### src/rtl/booth_acc_pkg.sv
// Shared definitions for the radix-4 Booth multiplier:
// FSM encoding, Booth triplet codes and default operand width.
package booth_acc_pkg;

  localparam int BA_W = 16;

  typedef enum logic [1:0] {
    ST_IDLE = 2'b00,
    ST_RUN  = 2'b01,
    ST_DONE = 2'b10
  } state_t;

  localparam logic [2:0] BT_Z0  = 3'b000;
  localparam logic [2:0] BT_P1A = 3'b001;
  localparam logic [2:0] BT_P1B = 3'b010;
  localparam logic [2:0] BT_P2  = 3'b011;
  localparam logic [2:0] BT_M2  = 3'b100;
  localparam logic [2:0] BT_M1A = 3'b101;
  localparam logic [2:0] BT_M1B = 3'b110;
  localparam logic [2:0] BT_Z1  = 3'b111;

endpackage

### src/rtl/booth_acc.sv
// Radix-4 Booth datapath: accumulator, multiplier shift
// register and iteration FSM; emits triplets to the controller.
module booth_acc
  import booth_acc_pkg::*;
#(
  parameter int W = BA_W
) (
  input  logic           clk,
  input  logic           rst,
  input  logic           start,
  input  logic [W-1:0]   multiplicator,
  input  logic [W:0]     multiplicand_pp,
  input  logic           op,
  output logic [2:0]     booth,
  output logic           ctrl_en,
  output logic           busy,
  output logic           done,
  output logic [2*W-1:0] product
);

  localparam int ITER = W / 2;
  localparam int CW   = (ITER > 1) ? $clog2(ITER) : 1;
  localparam logic [CW-1:0] CNT_LAST = CW'(ITER - 1);

  state_t          state_q;
  logic [W+1:0]    acc_q;
  logic [W-1:0]    q_q;
  logic            qm1_q;
  logic [CW-1:0]   cnt_q;
  logic [2*W-1:0]  prod_q;
  logic            done_q;
  logic            ctrl_en_q;
  logic            busy_q;

  logic [W+1:0]    pp_x;
  logic [W+1:0]    s_d;
  logic [W+1:0]    acc_d;
  logic [W-1:0]    q_d;

  // Add or subtract the selected partial product, then shift right by two
  always_comb begin
    pp_x  = {multiplicand_pp[W], multiplicand_pp};
    s_d   = op ? (acc_q + ~pp_x + (W+2)'(1))
               : (acc_q + pp_x);
    acc_d = {s_d[W+1], s_d[W+1], s_d[W+1:2]};
    q_d   = {s_d[1:0], q_q[W-1:2]};
  end

  // Iteration FSM with datapath registers and registered status outputs
  always_ff @(posedge clk or posedge rst) begin
    if (rst) begin
      state_q   <= ST_IDLE;
      acc_q     <= '0;
      q_q       <= '0;
      qm1_q     <= 1'b0;
      cnt_q     <= '0;
      prod_q    <= '0;
      done_q    <= 1'b0;
      ctrl_en_q <= 1'b0;
      busy_q    <= 1'b0;
    end else begin
      unique case (state_q)
        ST_IDLE: begin
          if (start) begin
            acc_q     <= '0;
            q_q       <= multiplicator;
            qm1_q     <= 1'b0;
            cnt_q     <= '0;
            state_q   <= ST_RUN;
            ctrl_en_q <= 1'b1;
            busy_q    <= 1'b1;
          end
        end
        ST_RUN: begin
          acc_q <= acc_d;
          q_q   <= q_d;
          qm1_q <= q_q[1];
          cnt_q <= cnt_q + CW'(1);
          if (cnt_q == CNT_LAST) begin
            state_q   <= ST_DONE;
            ctrl_en_q <= 1'b0;
            done_q    <= 1'b1;
            prod_q    <= {acc_d[W-1:0], q_d};
          end
        end
        ST_DONE: begin
          state_q <= ST_IDLE;
          done_q  <= 1'b0;
          busy_q  <= 1'b0;
        end
        default: begin
          state_q   <= ST_IDLE;
          done_q    <= 1'b0;
          ctrl_en_q <= 1'b0;
          busy_q    <= 1'b0;
        end
      endcase
    end
  end

  assign booth   = {q_q[1], q_q[0], qm1_q};
  assign ctrl_en = ctrl_en_q;
  assign busy    = busy_q;
  assign done    = done_q;
  assign product = prod_q;

endmodule

### config.mk
export PLATFORM = sky130hd
export DESIGN_NAME = booth_acc
export DESIGN_NICKNAME = d
export VERILOG_FILES = /design/src/rtl/booth_acc_pkg.sv /design/src/rtl/booth_acc.sv
export SDC_FILE = /design/constraint.sdc
export NUM_CORES = 1
export LEC_CHECK = 0
export ABC_AREA = 1
export CORE_UTILIZATION = 30
export DETAILED_ROUTE_END_ITERATION = 8
export SYNTH_ARGS = -nofsm -noshare
export SYNTH_HDL_FRONTEND = slang
export SYNTH_SLANG_ARGS = --single-unit
### constraint.sdc
create_clock -name clk -period 3.4 [get_ports clk]
set_clock_uncertainty 0.1 [all_clocks]
set_input_delay 0.85 -clock clk [delete_from_list [all_inputs] [get_ports clk]]
set_output_delay 0.85 -clock clk [all_outputs]
set_load 0.02 [all_outputs]
==> results of run 1 <==
through the flow:
stage	area (sq um)	cells	setup WS, ns
final	6286	1031	0.5360
after global routing	6286	1031	0.3609
after CTS	6286	1031	0.5615
after detailed placement	6006	1016	0.2210
after global placement	6006	1016	0.2095
after floorplan	5086	746	0.5967
layer usage:
| metal | vias to the layer above | global-route usage, % |
|---|---|---|
| met4 | 0 | 6.322 |
| met1 | 2214 | 23.51 |
| li1 | 2481 | - |
| met5 | - | 0 |
| met3 | 15 | 2.038 |
| met2 | 121 | 27.63 |
where the power goes:
| part | leakage, nW | switching [mW] | internal, mW |
|---|---|---|---|
| clock | 0.142 | 0.379 | 0.531 |
| combinational | 2.25 | 2.35 | 1.39 |
| sequential | 0.863 | 0.281 | 1.33 |
| total | 3.26 | 3.01 | 3.25 |
area by class of cell:
cell class,count,area share (%)
Clock buffer,11,4.021
Clock inverter,4,0.4379
Inverter,99,5.932
Multi-Input combinational cell,544,43.47
Sequential cell,73,29.06
Tap cell,220,4.379
Timing Repair Buffer,80,12.70
worst min path at each step:
stage,cells after the start,end,startpoint
2_1_floorplan,2,q_q[0]$_DFFE_PP0P_,q_q[0]$_DFFE_PP0P_
6_report,2,product[22]$_DFFE_PP0P_,product[22]$_DFFE_PP0P_
4_1_cts,2,product[22]$_DFFE_PP0P_,product[22]$_DFFE_PP0P_
3_3_place_gp,2,product[22]$_DFFE_PP0P_,product[22]$_DFFE_PP0P_
3_5_place_dp,2,product[20]$_DFFE_PP0P_,product[20]$_DFFE_PP0P_
5_1_grt,2,product[22]$_DFFE_PP0P_,product[22]$_DFFE_PP0P_
flip-flops by register name, summed over array words and instances, names as in the netlist:
name     flops
product     32
done         1
cnt_q        3
ctrl_en      1
acc_q       16
q_q         16
state_q      2
qm1_q        1
busy         1
cells by family after synthesis:
kind of cell             Yosys count  share of synthesized area (%)
AO/OA/AOI/OAI                    107                          11.59
buffers and inverters            129                          10.36
adder cells (fa/ha/maj)           38                          9.643
flip-flops                        73                          35.92
AND/OR/NAND/NOR                  396                          31.98
XOR/XNOR                           3                         0.5167
worst max-delay path, stage by stage:
cell and delay (ns):
clkdlybuf4s50_1 0.44, ha_1 0.24, fa_1 0.36, inv_1 0.17, nand3_1 0.09, nand3_1 0.18
nand2_1 0.07, nand2_1 0.10, nand2_1 0.10, nand2_1 0.07, nand2_1 0.05, nand2_1 0.05
nand2_1 0.04, nand2_1 0.09, nand2_1 0.06, nand2_1 0.07
placed cells by master (no fill, tap or decap), types with 5 or more instances in the layout:
cell type	n
a21oi_1	37
nor2_1	57
o21ai_1	6
clkdlybuf4s50_1	74
nor3_1	6
o22ai_1	16
inv_2	5
o21bai_1	5
nand2_1	258
nand3_1	56
nand4_1	5
dfrtp_1	73
ha_1	36
o21ai_0	37
and2_1	5
buf_4	5
inv_1	92
clkbuf_16	9
==> metrics, run 1 <==
DR pass1 iterations 5; Resized Gates After CTS 0; Synth cell types 32; fill count ~1,800; vias ~4,800; Tmin final 2.864 ns; initial antenna violation count 0; DIE AREA ~17,000 sq um; most numerous cell in the Yosys netlist nand2_1; met3 wire length 608 um; synthesized instance count 746; GRT Overall Usage roughly 17%; Final Max Tran Viols 0; critical path class primary input to flop; total design power 6.259 mW; pin count of the biggest net entering global routing 52; hold_ws 0.3769 ns; Max IR drop VDD ~0.32 mV; syn_area_per_cell 6.818 sq um; #FFs+latches synth 73; flop2flop setup slack 1.13 ns; CTS tree yes; routed len/inst 14.13 um; share of layout cells above drive strength 1 4.316%; buffers added on ports 74; Worst Hold Class flop to flop; Cell Rows 47; CP Max Fanout 4; max frequency approximately 0.35 GHz; clk_lat worst skew 0.34 ns; CP startpoint multiplicand_pp[0]; first-pass GRT wire length 23,590 um; synth cell count leaders nand2_1 (258), inv_1 (93), dfrtp_1 (73); crit path launch type primary input; post-layout net count 882; CTS buffer count 9; Area Overhead vs Synth 23.59%; Crit. End Element flop; number of H-tree levels 3; setup bufs post-CTS 0; fraction of the yosys area taken by sequential cells between 30% and 40%; R2R depth 16; Synth area leaders dfrtp_1 (36%), nand2_1 (19%), ha_1 (8.9%); GR Overflow Total 0; first-iteration detailed-routing DRC count 305; Post-route DRC 0; fin util 37.91%; Final ANT Viol Nets 0; Synthesized Nets 821; R2R Path End product[30]$_DFFE_PP0P_; Chip Width 132.2 um; flip-flop and latch area 1827 sq um; Reg clk slew, reported paths 0.06 ns; starting density of the core 30.67%; status finished, final reports clean; Worst Setup EP product[30]$_DFFE_PP0P_; ANT cells 0; WL met2 6553 um; CTS Hold Buffers Added 0; area of the mapped netlist roughly 5000 sq um; pwr dens 995.7 nW/um^2; post-DR vias/cell 4.686; clock root cell clkbuf_16; max cap viols 0; Post-synth EDFFs 0; Hold Vio Cnt, Final 0; vias in the first global route ~4,600; Synth warnings 0; top layer in use met4; period utilization 84.24%; Setup-failing EPs final 0; Die Y-Extent 132.2 um; Core Box Area around 17,000 sq um; leakage 3.257 nW; worst-margin pin slew 0.8939 ns; Primary FF master, synth dfrtp_1; Critical Path AT 3.04 ns; area of the multi-input gates roughly 2700 sq um; Worst Path Required between 3 and 4 ns; sum of negative setup slack 0 ns; largest area contributor in the synthesized netlist dfrtp_1; slew margin rel. 40.32%; routed wire length approximately 15,000 um; GP Congestion 0.8980; M1 WL 7174 um; RSZ-0062 raised after global routing false; CTS Buffer Depth 2; Post-synth ARST share 100.0%; Synth top area share 35.92%; Final HPWL DP around 11,000 um; clock sinks 73; FF-to-FF Start acc_q[0]$_DFFE_PP0P_; # IOs 75
No activity file was read; power rests on OpenSTA's default activity.
==> inputs of run 2 (changes only) <==
==> constraint.sdc (replaced) <==
create_clock -name clk -period 2.9 [get_ports clk]
set_clock_uncertainty 0.1 [all_clocks]
set_input_delay 0.725 -clock clk [delete_from_list [all_inputs] [get_ports clk]]
set_output_delay 0.725 -clock clk [all_outputs]
set_load 0.02 [all_outputs]
==> run 2 against run 1 <==
Die area unchanged. Hold slack about the same. Register-to-register slack worse by 0.42 ns. Setup slack worse by 0.32 ns. Via count up 1.2%. Critical path depth down 3. Cell area up 5.2%. Clock power up 44%. Global-route usage up 0.25 points. Power up 26%. Wire length down 0.10%. Largest cell class unchanged. Largest power group unchanged.
==> metrics, run 2 (synthesis results as in run 1) <==
CP Max Fanout 7 (+3); Resized Gates After CTS 0 (unchanged); period utilization just over 90%; clock root cell clkbuf_16; pwr dens 1190 nW/um^2 (+20%); fill count 1,798 (-1.4%); Hold Vio Cnt, Final 0 (unchanged); vias 4,887 (+1.2%); Net Switching 3.603 mW (+20%); GR Overflow Total 0 (unchanged); first-pass GRT wire length 24,070 um (+2.0%); Flop pwr share 23.9% (-1.8 points); Chip Width 132.2 um (unchanged); initial antenna violation count 0 (unchanged); CTS tree yes; Core Box Area 16,580 sq um (unchanged); area of the multi-input gates 2733 sq um (unchanged); Worst Hold Class flop to flop; Largest register FFs 32 (unchanged); post-DR vias/cell 4.580 (-2.3%); clock share of power 16.7% (+2.2 points); Worst Path Required 3.03 ns (-0.54 ns); Area Overhead vs Synth 30.01%; share of layout cells above drive strength 1 8.264% (+3.9 points); first-iteration detailed-routing DRC count 290 (-4.9%); clock sinks 73 (unchanged); slew margin rel. 49.42% (+9.1 points); switch share 45.78% (-2.3 points); CTS Buffer Depth 2 (unchanged); Final HPWL DP 10,640 um (-1.9%); max cap viols 0 (unchanged); routed len/inst 13.64 um (-3.5%); Tmin final 2.684 ns; Setup-failing EPs final 0 (unchanged); # IOs 75 (unchanged); CP max-delay cell clkdlybuf4s50_1; critical path class primary input to flop; crit path launch type primary input; Cell Chain, Critical Path clkdlybuf4s50_1 > inv_1 > ha_1 > a21oi_2 > nor2_1 > o21ai_0 > nand3_1 > nand2_1 > nand2_1 > nand2_1 > nand2_1 > nand2_1 > nand2_1; Die Y-Extent 132.2 um (unchanged); Buf/Inv on CP 2 (unchanged); largest delay contributor family on the critical path simple AND/OR/NAND/NOR gates; total design power 7.871 mW (+26%); Critical Path Most Common Cell nand2_1; routed wire length 14,560 um (-0.10%); fin util 39.87% (+2.0 points); worst-margin pin slew 0.7579 ns (-0.1361 ns); setup bufs post-CTS 0 (unchanged); DIE AREA 17,480 sq um (unchanged); CTS Hold Buffers Added 0 (unchanged); most frequent cells in the layout nand2_1 (258), inv_1 (92), clkdlybuf4s50_1 (74); GRT Overall Usage 17.37% (+0.25 points); ANT cells 0 (unchanged); leakage 3.446 nW (+5.8%); Final Max Tran Viols 0 (unchanged); DR pass1 iterations 5 (unchanged); post-layout net count 917 (+4.0%); Crit. End Element flop; most common cell after layout, fill and taps aside nand2_1; Reg clk slew, reported paths 0.06 ns (about the same); CTS buffer count 9 (unchanged); clk_lat worst skew 0.34 ns (about the same); status finished, final reports clean; GP Congestion 0.8824 (-1.7%); starting density of the core 30.67% (unchanged); hold_ws 0.3772 ns (+0.0002980 ns); Combinational Power Share 59.4% (-0.4 points); CP peak stage delay 0.50 ns (+0.06 ns); Critical Path AT 2.82 ns (-0.22 ns); vias in the first global route 4,787 (+4.3%); Cell Rows 47 (unchanged); flip-flop and latch area 1827 sq um (unchanged); Max IR drop VDD 0.3683 mV (+16%); final setup margin 0.2165 ns (-0.3195 ns); Final ANT Viol Nets 0 (unchanged); pin count of the biggest net entering global routing 74 (+42%); buffers added on ports 74 (unchanged); max frequency ~0.37 GHz; Post-route DRC 0 (unchanged); number of H-tree levels 3 (unchanged); Pint 4.268 mW (+31%); RSZ-0062 raised after global routing false; Post-Place Setup Slack -0.09827 ns (-0.3193 ns)
[run 2: per-stage QoR]
| stage | TNS (ns) | cells | instance area [sq um] |
|---|---|---|---|
| 2_1_floorplan | 0 | 746 | 5086 |
| 3_3_place_gp | -1.111 | 1051 | 6269 |
| 3_5_place_dp | -1.353 | 1051 | 6269 |
| 4_1_cts | 0 | 1067 | 6613 |
| 5_1_grt | 0 | 1067 | 6613 |
| 6_report | 0 | 1067 | 6613 |
[run 2: routing by layer]
metal,up-vias,GRT usage [%],routed length (um)
met5,-,0,0
met4,0,6.003,240
met3,18,2.999,613
met2,93,27.34,6416
met1,2224,23.98,7285
li1,2552,-,-
[run 2: worst paths after layout]
check                                           to                    start  slack, ns  cells after the start
max                        product[25]$_DFFE_PP0P_       multiplicand_pp[4]       0.22                     13
min                        product[23]$_DFFE_PP0P_  product[23]$_DFFE_PP0P_       0.38                      2
max reg2reg                product[26]$_DFFE_PP0P_     cnt_q[0]$_DFFE_PP0P_       0.71                      8
min reg2reg                product[23]$_DFFE_PP0P_  product[23]$_DFFE_PP0P_       0.38                      2
max in group asynchronous  product[31]$_DFFE_PP0P_                      rst       1.69                      3
min in group asynchronous     acc_q[6]$_DFFE_PP0P_                      rst       0.68                      3
[run 2: layout make-up]
cell class	instances	area share, %
Tap cell	220	4.163
Multi-Input combinational cell	544	41.32
Clock inverter	6	1.741
Clock buffer	10	3.463
Sequential cell	73	27.63
Inverter	99	5.639
Timing Repair Buffer	115	16.05
[run 2: power groups by stage]
stage          Sequential (mW)  Clock (mW)  Combinational [mW]
3_5_place_dp              1.89           0                4.67
6_report                  1.88        1.31                4.68
4_1_cts                   1.89        1.34                4.69
3_3_place_gp              1.89           0                4.63
2_1_floorplan             2.13           0                2.75
5_1_grt                   1.95        1.39                5.24
[run 2: worst reg2reg max path: stages (launching register included)]
cell     delay (ns)
dfrtp_1        0.36
ha_1           0.16
ha_1           0.16
inv_1          0.08
nor2_4         0.44
inv_2          0.34
buf_4          0.31
nand2_1        0.09
nand2_1        0.05
==> inputs of run 3 (changes only) <==
==> constraint.sdc (replaced) <==
create_clock -name clk -period 3.13 [get_ports clk]
set_clock_uncertainty 0.1 [all_clocks]
set_input_delay 0.7825 -clock clk [delete_from_list [all_inputs] [get_ports clk]]
set_output_delay 0.7825 -clock clk [all_outputs]
set_load 0.02 [all_outputs]
==> run 3 against run 2 <==
Setup slack better by 0.040 ns. Cell area is 3.7% lower. Via count shrank 0.51%. Global-route usage is 0.065 points higher. Cell count fell by 2.5%. Clock power is 17% lower. Die area did not move. Clock-buffer cell count unchanged. Critical path depth grew 3.
==> metrics, run 3 (synthesis results as in run 1) <==
status finished, final reports clean; hold_ws 0.3799 ns (+0.002738 ns); CP Max Fanout 7 (unchanged); post-DR vias/cell 4.675 (+2.1%); Setup-failing EPs final 0 (unchanged); Tmin final about 2.9 ns; Crit. End Element flop; vias in the first global route 4,797 (+0.21%); max frequency 0.3480 GHz; initial antenna violation count 0 (unchanged); leakage 3.301 nW (-4.2%); CTS buffer count 9 (unchanged); routed len/inst 14.09 um (+3.3%); CTS Hold Buffers Added 0 (unchanged); pwr dens 1095 nW/um^2 (-8.0%); first-iteration detailed-routing DRC count 325 (+12%); DR pass1 iterations 5 (unchanged); Worst Path Required 3.31 ns (+0.28 ns); critical path class primary input to flop; Area Overhead vs Synth 25.24%; DIE AREA 17,480 sq um (unchanged); Resized Gates After CTS 0 (unchanged); flop2flop setup slack 0.85 ns (+0.14 ns); RSZ-0062 raised after global routing false; Final Max Tran Viols 0 (unchanged); clk_lat worst skew 0.34 ns (about the same); Reg clk slew, reported paths 0.06 ns (about the same); Final ANT Viol Nets 0 (unchanged); GRT Overall Usage 17.43% (+0.065 points); Largest register FFs 32 (unchanged); CTS tree yes; fill count 1,786 (-0.67%); Hold Vio Cnt, Final 0 (unchanged); most frequent cells in the layout nand2_1 (258), inv_1 (92), clkdlybuf4s50_1 (74); crit path launch type primary input; slew margin rel. 52.07% (+2.6 points); Die Y-Extent 132.2 um (unchanged); period utilization about nine tenths; share of layout cells above drive strength 1 5.366% (-2.9 points); Post-Place Setup Slack -0.04938 ns (+0.04888 ns); GR Overflow Total 0 (unchanged); Max IR drop VDD 0.3166 mV (-14%); clock sinks 73 (unchanged); routed wire length 14,650 um (+0.67%); starting density of the core 30.67% (unchanged); pin count of the biggest net entering global routing 74 (unchanged); Core Box Area 16,580 sq um (unchanged); ANT cells 0 (unchanged); Post-DP Area 6066 sq um (-3.2%); most common cell after layout, fill and taps aside nand2_1; final setup margin 0.2568 ns (+0.04034 ns); Post-route DRC 0 (unchanged); worst-margin pin slew 0.7182 ns (-0.03968 ns); Final HPWL DP 10,810 um (+1.6%); setup bufs post-CTS 0 (unchanged); Final Non-Filler Cells 1,040 (-2.5%); Chip Width 132.2 um (unchanged); Cell Rows 47 (unchanged); post-layout net count 890 (-2.9%); first-pass GRT wire length 24,320 um (+1.1%); buffers added on ports 74 (unchanged); vias 4,862 (-0.51%); CTS Buffer Depth 2 (unchanged); GP Congestion 0.8740 (-0.95%); Design Area, Final 6370 sq um (-3.7%); Critical Path AT 3.05 ns (+0.23 ns); # IOs 75 (unchanged); max cap viols 0 (unchanged); number of H-tree levels 3 (unchanged); Worst Hold Class flop to flop; clock root cell clkbuf_16; placed cell count 1,024 (-2.6%); fin util 38.41% (-1.5 points)
[run 3: changes by cell type in the layout (fill, tap and decap cells not counted), sizes merged]
cell,change
buf,-27
bufinv,-2
clkinv,+2
[run 3: metrics by stage]
| stage | TNS [ns] | power, mW |
|---|---|---|
| detailed placement | -0.05845 | 5.900 |
| CTS | 0 | 7.012 |
| global placement | -0.1044 | 5.864 |
| global route | 0 | 7.635 |
| floorplan | 0 | 4.526 |
| finish | 0 | 6.977 |
[run 3: where the power goes]
| part | internal (mW) | switching [mW] | total (mW) | leakage [nW] |
|---|---|---|---|---|
| Sequential | 1.44 | 0.296 | 1.73 | 0.863 |
| Combinational | 1.57 | 2.59 | 4.16 | 2.29 |
| Clock | 0.641 | 0.444 | 1.09 | 0.149 |
| Total | 3.65 | 3.33 | 6.98 | 3.30 |
[run 3: worst max-delay path, stage by stage]
cell	delay, ns
clkdlybuf4s50_1	0.49
inv_1	0.05
ha_1	0.39
inv_1	0.13
nand2_1	0.08
nor2_1	0.24
nand3_1	0.18
nand2_1	0.13
nand2_1	0.07
nand2_1	0.06
nand2_1	0.05
nand2_1	0.06
nand2_1	0.05
nand2_1	0.12
nand2_1	0.08
nand2_1	0.09
[run 3: path summary, 6_finish.rpt]
check	start	endpoint	depth (start not counted)
max	multiplicand_pp[7]	product[30]$_DFFE_PP0P_	16
min	product[24]$_DFFE_PP0P_	product[24]$_DFFE_PP0P_	2
max reg2reg	acc_q[7]$_DFFE_PP0P_	product[30]$_DFFE_PP0P_	14
min reg2reg	product[24]$_DFFE_PP0P_	product[24]$_DFFE_PP0P_	2
max in group asynchronous	rst	acc_q[12]$_DFFE_PP0P_	3
min in group asynchronous	rst	product[26]$_DFFE_PP0P_	3
[run 3: final cells by class]
type	instances	area, sq um	share of cell area [%]
inverter	99	372.9	5.853
clock inverter	6	65.06	1.021
clock buffer	10	239.0	3.752
multi-input combinational	544	2733	42.90
timing repair buffer	88	858.3	13.47
sequential	73	1827	28.68
tap	220	275.3	4.321
[run 3: layer usage]
layer  GRT usage, %  vias to the layer above  share of wire (%)
met5              0                        -                  0
met4          4.981                        0                1.2
met3          2.999                       13                4.8
met2          27.54                       99                 46
met1          24.39                     2260                 48
li1               -                     2490                  -
